[config.mk]
export PLATFORM = sky130hd
export DESIGN_NAME = posit_encoder
export DESIGN_NICKNAME = d
export VERILOG_FILES = /design/src/rtl/posit_pkg.sv /design/src/rtl/posit_round.sv /design/src/rtl/posit_encoder.sv
export SDC_FILE = /design/constraint.sdc
export NUM_CORES = 1
export LEC_CHECK = 0
export BUFFER_PORTS_ARGS = -buffer_cell sky130_fd_sc_hd__clkbuf_2
export CAP_MARGIN = 10
export CORE_ASPECT_RATIO = 0.9
export CORE_MARGIN = 1.5
export CORE_UTILIZATION = 51
export CTS_CLUSTER_DIAMETER = 200
export DETAILED_ROUTE_END_ITERATION = 7
export HOLD_SLACK_MARGIN = 0.02
export PLACE_DENSITY = 0.81
export SLEW_MARGIN = 15
export SYNTH_ARGS = -nofsm -noshare
export SYNTH_HDL_FRONTEND = slang
export SYNTH_SLANG_ARGS = --single-unit
[constraint.sdc]
create_clock -name clk -period 2.36 [get_ports clk]
set_input_delay 0.472 -clock clk [delete_from_list [all_inputs] [get_ports clk]]
set_output_delay 0.472 -clock clk [all_outputs]
set_load 0.02 [all_outputs]
[src/rtl/posit_pkg.sv]
// Shared posit constants, special-pattern helpers and the S1->S2 pipeline record.
package posit_pkg;

    localparam int N  = 8;           // posit width
    localparam int ES = 3;           // exponent field width
    localparam int RS = $clog2(N);   // regime index width
    localparam int KW = RS + 1;      // signed regime value width
    localparam int FW = N;           // input fraction width
    localparam int BW = N - 1;       // magnitude body width (posit minus sign)
    // Build vector: 2-bit regime seed, exponent, fraction, plus zero padding
    // wide enough that the largest regime shift never drops real payload bits.
    localparam int VW = 2 + ES + FW + N;

    // Regime values at or beyond these bounds saturate the magnitude.
    localparam logic signed [KW-1:0] K_SAT_HI = KW'(N - 2);
    localparam logic signed [KW-1:0] K_SAT_LO = KW'(-(N - 1));

    // Fields handed from the body-build stage to the rounding stage.
    typedef struct packed {
        logic          sign;
        logic          zero;
        logic          nar;
        logic [BW-1:0] body;
        logic          guard;
        logic          sticky;
    } s1_fields_t;

    localparam int S1W = $bits(s1_fields_t);

    // Not-a-Real encoding: sign bit set, everything else clear.
    function automatic logic [N-1:0] nar_pattern();
        return {1'b1, {(N - 1){1'b0}}};
    endfunction

    // Zero encoding: all bits clear.
    function automatic logic [N-1:0] zero_pattern();
        return {N{1'b0}};
    endfunction

    // Largest positive magnitude body.
    function automatic logic [BW-1:0] maxpos_mag();
        return {BW{1'b1}};
    endfunction

    // Smallest positive magnitude body.
    function automatic logic [BW-1:0] minpos_mag();
        return {{(BW - 1){1'b0}}, 1'b1};
    endfunction

    // True when the regime value is too large to represent.
    function automatic logic k_sat_high(input logic [KW-1:0] k);
        return $signed(k) >= K_SAT_HI;
    endfunction

    // True when the regime value is too small to represent.
    function automatic logic k_sat_low(input logic [KW-1:0] k);
        return $signed(k) <= K_SAT_LO;
    endfunction

endpackage

[src/rtl/posit_round.sv]
// Posit finishing logic: round-to-nearest-even on the magnitude body, clamp
// away from NaR and zero, then apply the sign by two's complement.
module posit_round
    import posit_pkg::*;
(
    input  s1_fields_t     fields,
    output logic [N-1:0]   posit
);

    logic          round_up_s;
    logic [BW:0]   sum_s;
    logic [BW-1:0] mag_s;
    logic [N-1:0]  unsigned_s;

    // Round, saturate and negate; specials override the arithmetic path.
    always_comb begin
        round_up_s = fields.guard & (fields.body[0] | fields.sticky);
        sum_s      = {1'b0, fields.body} + {{BW{1'b0}}, round_up_s};

        // A carry out of the body would alias NaR; an empty body would alias zero.
        if (sum_s[BW]) begin
            mag_s = maxpos_mag();
        end else if (sum_s[BW-1:0] == {BW{1'b0}}) begin
            mag_s = minpos_mag();
        end else begin
            mag_s = sum_s[BW-1:0];
        end

        unsigned_s = {1'b0, mag_s};

        if (fields.nar) begin
            posit = nar_pattern();
        end else if (fields.zero) begin
            posit = zero_pattern();
        end else if (fields.sign) begin
            posit = (~unsigned_s) + {{(N - 1){1'b0}}, 1'b1};
        end else begin
            posit = unsigned_s;
        end
    end

endmodule

[src/rtl/posit_encoder.sv]
// Two-stage posit packer: S1 builds the regime/exponent/fraction body and
// extracts guard/sticky, S2 rounds, saturates and applies the sign.
module posit_encoder
    import posit_pkg::*;
(
    input  logic          clk,
    input  logic          reset,
    input  logic          in_valid,
    output logic          in_ready,
    input  logic          in_sign,
    input  logic          in_zero,
    input  logic          in_nar,
    input  logic [KW-1:0] in_k,
    input  logic [ES-1:0] in_exp,
    input  logic [FW-1:0] in_frac,
    output logic          out_valid,
    input  logic          out_ready,
    output logic [N-1:0]  out_posit
);

    logic             s2_load_s;
    logic             in_fire_s;
    logic [RS-1:0]    shamt_s;
    logic [VW-1:0]    seed_s;
    logic [VW-1:0]    vec_s;
    s1_fields_t       s1_next_s;
    s1_fields_t       s1_r;
    logic             s1_valid_r;
    logic [N-1:0]     round_posit_s;
    logic             out_valid_r;
    logic [N-1:0]     out_posit_r;

    // Handshake: S2 loads when empty or drained; S1 accepts when empty or moving on.
    always_comb begin
        s2_load_s = (~out_valid_r) | out_ready;
        in_ready  = (~s1_valid_r) | s2_load_s;
        in_fire_s = in_valid & in_ready;
    end

    // Regime generation by shifting a seed: ones shift in for k >= 0,
    // zeros for k < 0 (~k equals -k-1 in two's complement).
    always_comb begin
        if (in_k[KW-1]) begin
            shamt_s = ~in_k[RS-1:0];
            seed_s  = {2'b01, in_exp, in_frac, {N{1'b0}}};
            vec_s   = seed_s >> shamt_s;
        end else begin
            shamt_s = in_k[RS-1:0];
            seed_s  = {2'b10, in_exp, in_frac, {N{1'b0}}};
            vec_s   = $unsigned($signed(seed_s) >>> shamt_s);
        end
    end

    // Next S1 contents: specials, regime saturation, or the built body.
    always_comb begin
        s1_next_s.sign = in_sign;
        s1_next_s.nar  = in_nar;
        s1_next_s.zero = in_zero & ~in_nar;
        if (k_sat_high(in_k)) begin
            s1_next_s.body   = maxpos_mag();
            s1_next_s.guard  = 1'b0;
            s1_next_s.sticky = 1'b0;
        end else if (k_sat_low(in_k)) begin
            s1_next_s.body   = minpos_mag();
            s1_next_s.guard  = 1'b0;
            s1_next_s.sticky = 1'b0;
        end else begin
            s1_next_s.body   = vec_s[VW-1 -: BW];
            s1_next_s.guard  = vec_s[VW-1-BW];
            s1_next_s.sticky = |vec_s[VW-2-BW:0];
        end
    end

    // S1 register: capture on input transfer, empty when its entry moves to S2.
    always_ff @(posedge clk) begin
        if (reset) begin
            s1_valid_r <= 1'b0;
            s1_r       <= s1_fields_t'({S1W{1'b0}});
        end else if (in_fire_s) begin
            s1_valid_r <= 1'b1;
            s1_r       <= s1_next_s;
        end else if (s2_load_s) begin
            s1_valid_r <= 1'b0;
            s1_r       <= s1_r;
        end else begin
            s1_valid_r <= s1_valid_r;
            s1_r       <= s1_r;
        end
    end

    posit_round u_round (
        .fields (s1_r),
        .posit  (round_posit_s)
    );

    // S2 register: take the rounded result when allowed, hold it under backpressure.
    always_ff @(posedge clk) begin
        if (reset) begin
            out_valid_r <= 1'b0;
            out_posit_r <= {N{1'b0}};
        end else if (s2_load_s) begin
            out_valid_r <= s1_valid_r;
            if (s1_valid_r) begin
                out_posit_r <= round_posit_s;
            end else begin
                out_posit_r <= out_posit_r;
            end
        end else begin
            out_valid_r <= out_valid_r;
            out_posit_r <= out_posit_r;
        end
    end

    assign out_valid = out_valid_r;
    assign out_posit = out_posit_r;

endmodule

Word-level counts from Yosys, hierarchy flattened
Index checks and enable logic that the tools add are counted.
{ "op_classes": {"n_addsub": 2, "order_cmp": 2, "n_shift": 2, "n_mux": 10, "n_bitwise": 11, "n_reduce_logical": 4} }
{ "op_table": {"columns": ["operator", "count"], "rows": [
  ["2-to-1 mux 8 bit", 3],
  ["2-to-1 mux 21 bit", 1],
  [">> shifter 20 x 3 -> 21 bit", 1],
  [">>> shifter 21 x 3 -> 21 bit", 1],
  ["2-to-1 mux 9 bit", 2],
  ["2-to-1 mux 7 bit", 2],
  ["OR reduction 13 bit", 1],
  ["adder 7 x 1 -> 8 bit", 1],
  ["adder 8 x 1 -> 8 bit, second input constant", 1],
  ["inverter 7 -> 8 bit", 1],
  ["zero test 7 bit", 1],
  ["greater-or-equal comparator 4 bit, second input constant", 1],
  ["<= comparator 4 bit, second input constant", 1],
  ["AND 1 bit", 3],
  ["inverter 1 bit", 3],
  ["inverter 3 bit", 1],
  ["bitwise OR 1 bit", 3],
  ["2-to-1 mux 1 bit", 2],
  ["AND reduction 2 bit", 1],
  ["nonzero test 2 bit", 1]
]} }
{ "totals": {"register_bits": 22, "output_inout_bits": 10, "elab_cells": 40} }

Depth between registers and ports, before layout
{ "logic_depth": {"ltp_word": 11, "depth_mapped": 13, "mapped_depth_nobuf": 13} }

Modules after synthesis
Synthesis repeated with hierarchy kept, for this count alone.
{ "unflattened": {"cells_unflattened": 278, "area_unflattened_um2": 2048.2} }
{ "modules_own_cells": {"columns": ["mod", "instances", "cells_each", "area_per_inst_um2", "seq_area_each_um2"], "rows": [
  ["posit_encoder", 1, 209, 1580.3, 440.4],
  ["posit_round", 1, 69, 467.9, 0.0]
]} }

Worst setup path before layout
No wires, ideal clock.
{ "synth_timing": {"path_type": "flip-flop to flip-flop", "from": "register s1_r[2] (netlist name)", "to": "register out_posit_r[6] (netlist: out_posit[6])", "setup_ns": 0.117, "arrival_ns": 2.328, "required_ns": 2.243, "setup_slack_ns": -0.085, "path_stages_with_launch": 13, "path_buffers": 0, "period_less_slack_ns": 2.445, "cell_sequence": "dfxtp_1 o21a_1 ha_1 ha_1 nor4_1 o21ai_1 o31ai_2 inv_1 ha_1 nand3_1 o21ai_1 xor2_1 a22o_1"} }
{ "synth_between": {"elab_chain_cells": 11} }
{ "synth_lines": {"columns": ["item", "line", "source"], "rows": [
  ["start, declared", "posit_encoder.sv:27", "s1_fields_t s1_r;"],
  ["start signal, assigned", "posit_encoder.sv:78", "s1_r <= s1_fields_t'({S1W{1'b0}});"],
  ["start signal, assigned", "posit_encoder.sv:81", "s1_r <= s1_next_s;"],
  ["start signal, assigned", "posit_encoder.sv:84", "s1_r <= s1_r;"],
  ["bitwise OR 1 bit", "posit_round.sv:17", "round_up_s = fields.guard & (fields.body[0] | fields.sticky);"],
  ["AND 1 bit", "posit_round.sv:17", null],
  ["adder 7 x 1 -> 8 bit *", "posit_round.sv:18", "sum_s = {1'b0, fields.body} + {{BW{1'b0}}, round_up_s};"],
  ["zero test 7 bit", "posit_round.sv:23", "end else if (sum_s[BW-1:0] == {BW{1'b0}}) begin"],
  ["2-to-1 mux 7 bit", "posit_round.sv:23", null],
  ["2-to-1 mux 7 bit *", "posit_round.sv:21", "if (sum_s[BW]) begin"],
  ["inverter 7 -> 8 bit", "posit_round.sv:36", "posit = (~unsigned_s) + {{(N - 1){1'b0}}, 1'b1};"],
  ["adder 8 x 1 -> 8 bit", "posit_round.sv:36", null],
  ["2-to-1 mux 8 bit *", "posit_round.sv:35", "end else if (fields.sign) begin"],
  ["2-to-1 mux 8 bit *", "posit_round.sv:33", "end else if (fields.zero) begin"],
  ["2-to-1 mux 8 bit *", "posit_round.sv:31", "if (fields.nar) begin"],
  ["end signal, assigned", "posit_encoder.sv:100", "out_posit_r <= {N{1'b0}};"],
  ["end signal, assigned", "posit_encoder.sv:104", "out_posit_r <= round_posit_s;"],
  ["end signal, assigned", "posit_encoder.sv:106", "out_posit_r <= out_posit_r;"],
  ["end, declared", "posit_encoder.sv:31", "logic [N-1:0] out_posit_r;"]
]} }
Every way passes the cells marked *; elsewhere a longest branch is shown, timed or not.
A chain may end at the register's enable or synchronous reset.

Worst setup path after layout
Same ends and word-level chain as after synthesis.

==> impl_metrics.yaml <==
sta:
  hold_violations: 0
  post-route-period-util: 1.02
  fin_ws_ps: -35.6
  setup_viol: 2
  slew_violations: 0
  skew_ps: 6.87
  fin_hold_ws_ps: 438
  rsz0062_at_grt: "yes"
  setup_tns_ps: -44.9
  tightestPinTransition_ps: 473
  max_freq_mhz: 417
  fin_crit_ps: 2400
  maxSlewHeadroom: 0.682
layout:
  syn2layout_area_growth_pct: 19.2
  nNetsFinal: 312
  final_cell_mix: "clkbuf_2, nor2_1, nand2_1"
  fin_cells: 330
  layout-drive-gt1-share: 0.241
  layout_commonest_cell: "clkbuf_2"
  diodes: 0
route:
  drt_wl_total_um: 4500
  drtIter0Drc: 159
  vias_per_cell: 6.06
  ant_nets: 0
  dr.pass1.iters: 4
  wl_per_cell_um: 13.6
  vias: 1999
  drc: 0
synth:
  synth_edf_count: 0
  synth_flop_cell: "dfxtp_1"
  synth-seq-area-share: 0.241
  syn_area_um2: 1830
  synthesis.nets: 278
  synthArstFlopShare: 0
  postSynthCellCount: 253
  avgSynthCellArea_um2: 7.23
  yosysWarningCount: 0
  ys_seq_elements: 22
  yosysUniqueCellTypes: 52
setup_path:
  r2r_setup_slack_ps: -40
  max_stage_delay_ps: 310
  crit_slowest_cell: "dfxtp_1"
  worst-path-buf-inv: 1
  reg2regPathDepth: 12
  path_cells: "o21a_1 > ha_4 > a211o_1 > a21oi_2 > o21ai_2 > o31ai_2 > inv_1 > ha_2 > nand3_2 > o21ai_1 > xor2_1 > a22o_1"
  worstPathArrival_ps: 2560
  crit_required_ps: 2530
  start_kind: "flop"
  cp_max_fo: 4
  r2r_start: "s1_r[2]$_SDFFE_PP0P_"
  crit_family: "compound AO/OA/AOI/OAI gates"
  path_class: "flop to flop"
  endpoint_kind: "flop"
  r2r-end: "out_posit[6]$_SDFFE_PP0P_"
placement:
  portBuffers: 31
  gp_congestion: 0.886
  dp_hpwl_um: 3220
  dp_cells: 322
global_routing:
  grtUsageMet3: 0.0621
  met2_usage: 0.364
  grt_max_degree: 27
  grt_overflow: 0
  top_usage_layer: "met2"
  use_met1: 0.338
  antenna_found_initial: 0
  grt_pass1_vias: 1646
  grt_pass1_wl_um: 7470
  track_usage: 0.240
cts:
  postCtsHoldBufs: 0
  cts_sinks: 22
  clock_latency_ps: 270
  htreeDepth: 1
  cts_buffers: 3
  root_buffer: "clkbuf_8"
  clk_pin_slew_ps: 80
  cts_max_path_buffers: 2
  cts_tree: "done"
pwr:
  clockPowerShare: 0.272
  p_sw_frac: 0.329
  internal-power_w: 0.000678
  switching_power_w: 0.000332
  peakVddDrop_mv: 0.326
  power_density_nw_per_um2: 464
  comb_power_share: 0.310
  p_seq_frac: 0.419
  leakage_nw: 0.892
die:
  fp-row-count: 20
  start_util: 0.537
  coreArea_um2: 3400
  chipHeight_um: 59.8
  boundaryPins: 32
  fp.dieArea_um2: 3950
  die_w_um: 66.1
job:
  max-cap-violations: 0
hold_path:
  min_to: "s1_r[11]$_SDFFE_PP0P_"
  min_path_type: "input port to flop"
  holdPathStages: 3
  worstHoldStart: "in_sign"
status:
  status: "finished, violations left"
  violations: "negative setup slack"
## metrics by stage
step | cell area, µm² | utilization | total power (W) | setup slack, ps
2_1_floorplan | 1850 | - | 0.000643 | 1.10
3_3_place_gp | 2060 | 0.604 | 0.000714 | -36.0
3_5_place_dp | 2060 | 0.604 | 0.000718 | -100
4_1_cts | 2150 | 0.631 | 0.000998 | 2.81
5_1_grt | 2180 | 0.640 | 0.00107 | -172
6_report | 2180 | 0.640 | 0.00101 | -35.6
## worst min-delay path, cell delays in order
cell and delay [ps]:
clkbuf_2 80, nand2_1 50, a21oi_1 50
## how the worst max path moves through the flow
stage | startpoint | endpoint | slack, ps | depth (start not counted)
floorplan | s1_r[2]$_SDFFE_PP0P_ | out_posit[6]$_SDFFE_PP0P_ | 1 | 12
global route | s1_r[2]$_SDFFE_PP0P_ | out_posit[6]$_SDFFE_PP0P_ | -170 | 12
global placement | s1_r[2]$_SDFFE_PP0P_ | out_posit[6]$_SDFFE_PP0P_ | -40 | 12
detailed placement | s1_r[2]$_SDFFE_PP0P_ | out_posit[6]$_SDFFE_PP0P_ | -100 | 12
CTS | s1_r[0]$_SDFFE_PP0P_ | out_posit[6]$_SDFFE_PP0P_ | 3 | 11
finish | s1_r[2]$_SDFFE_PP0P_ | out_posit[6]$_SDFFE_PP0P_ | -40 | 12
## state kept, by name (all words and copies together) (netlist names)
| name | count |
|---|---|
| s1_valid_r | 1 |
| out_valid | 1 |
| out_posit | 8 |
| s1_r | 12 |
## final cells by class
cell class | instances | area [µm²]
multi-input combinational | 203 | 1310
fill | 306 | 1220
sequential | 22 | 443
timing repair buffer | 48 | 283
clock buffer | 4 | 55.1
tap | 44 | 55.1
inverter | 9 | 33.8
## per-layer routing
| metal | vias to the layer above | part of all wire |
|---|---|---|
| met5 | - | 0 |
| met4 | 0 | 0.017 |
| met3 | 11 | 0.063 |
| met2 | 70 | 0.44 |
| met1 | 913 | 0.48 |
| li1 | 1005 | - |
## kinds of logic (layout without fill, tap and decap cells)
kind of cell	after synthesis	after routing	synth area share
buffers and inverters	28	61	0.0760
XOR/XNOR	6	6	0.0287
AND/OR/NAND/NOR	95	95	0.259
multiplexers	12	12	0.0664
adder cells (fa/ha/maj)	3	3	0.0205
AO/OA/AOI/OAI	87	87	0.309
flip-flops	22	22	0.241
## power groups by stage
| stage | Combinational [W] | Sequential (W) | Clock [W] |
|---|---|---|---|
| after floorplan | 0.000215 | 0.000428 | 0 |
| after global placement | 0.000286 | 0.000428 | 0 |
| after detailed placement | 0.000289 | 0.000429 | 0 |
| after CTS | 0.000300 | 0.000421 | 0.000277 |
| after global routing | 0.000349 | 0.000427 | 0.000295 |
| final | 0.000313 | 0.000423 | 0.000275 |
## synth_stat cells, types with 4 or more instances
cell      number  share of area
a211oi_1       8          0.033
a21oi_1       23          0.063
a22o_1         4          0.019
a31oi_1        4          0.014
buf_2          7          0.019
clkbuf_1       8          0.016
dfxtp_1       22           0.24
inv_1          8          0.016
mux2i_1       11          0.060
nand2_1       26          0.053
nand2b_1       5          0.017
nor2_1        27          0.055
nor3_1        16          0.044
o21ai_0       15          0.041
o21ai_1        5          0.014
o31ai_1        7          0.029
xor2_1         4          0.019
## timing repair
item | 4_1_cts | 5_1_grt
hold endpoints to repair | 0 | 0
endpoints found under the setup margin | 3 | 4
pin swaps | 6 | 5
resized for setup | 3 | 5
setup buffers | 3 | 1
Note: power is estimated with default switching activity, not from simulation.
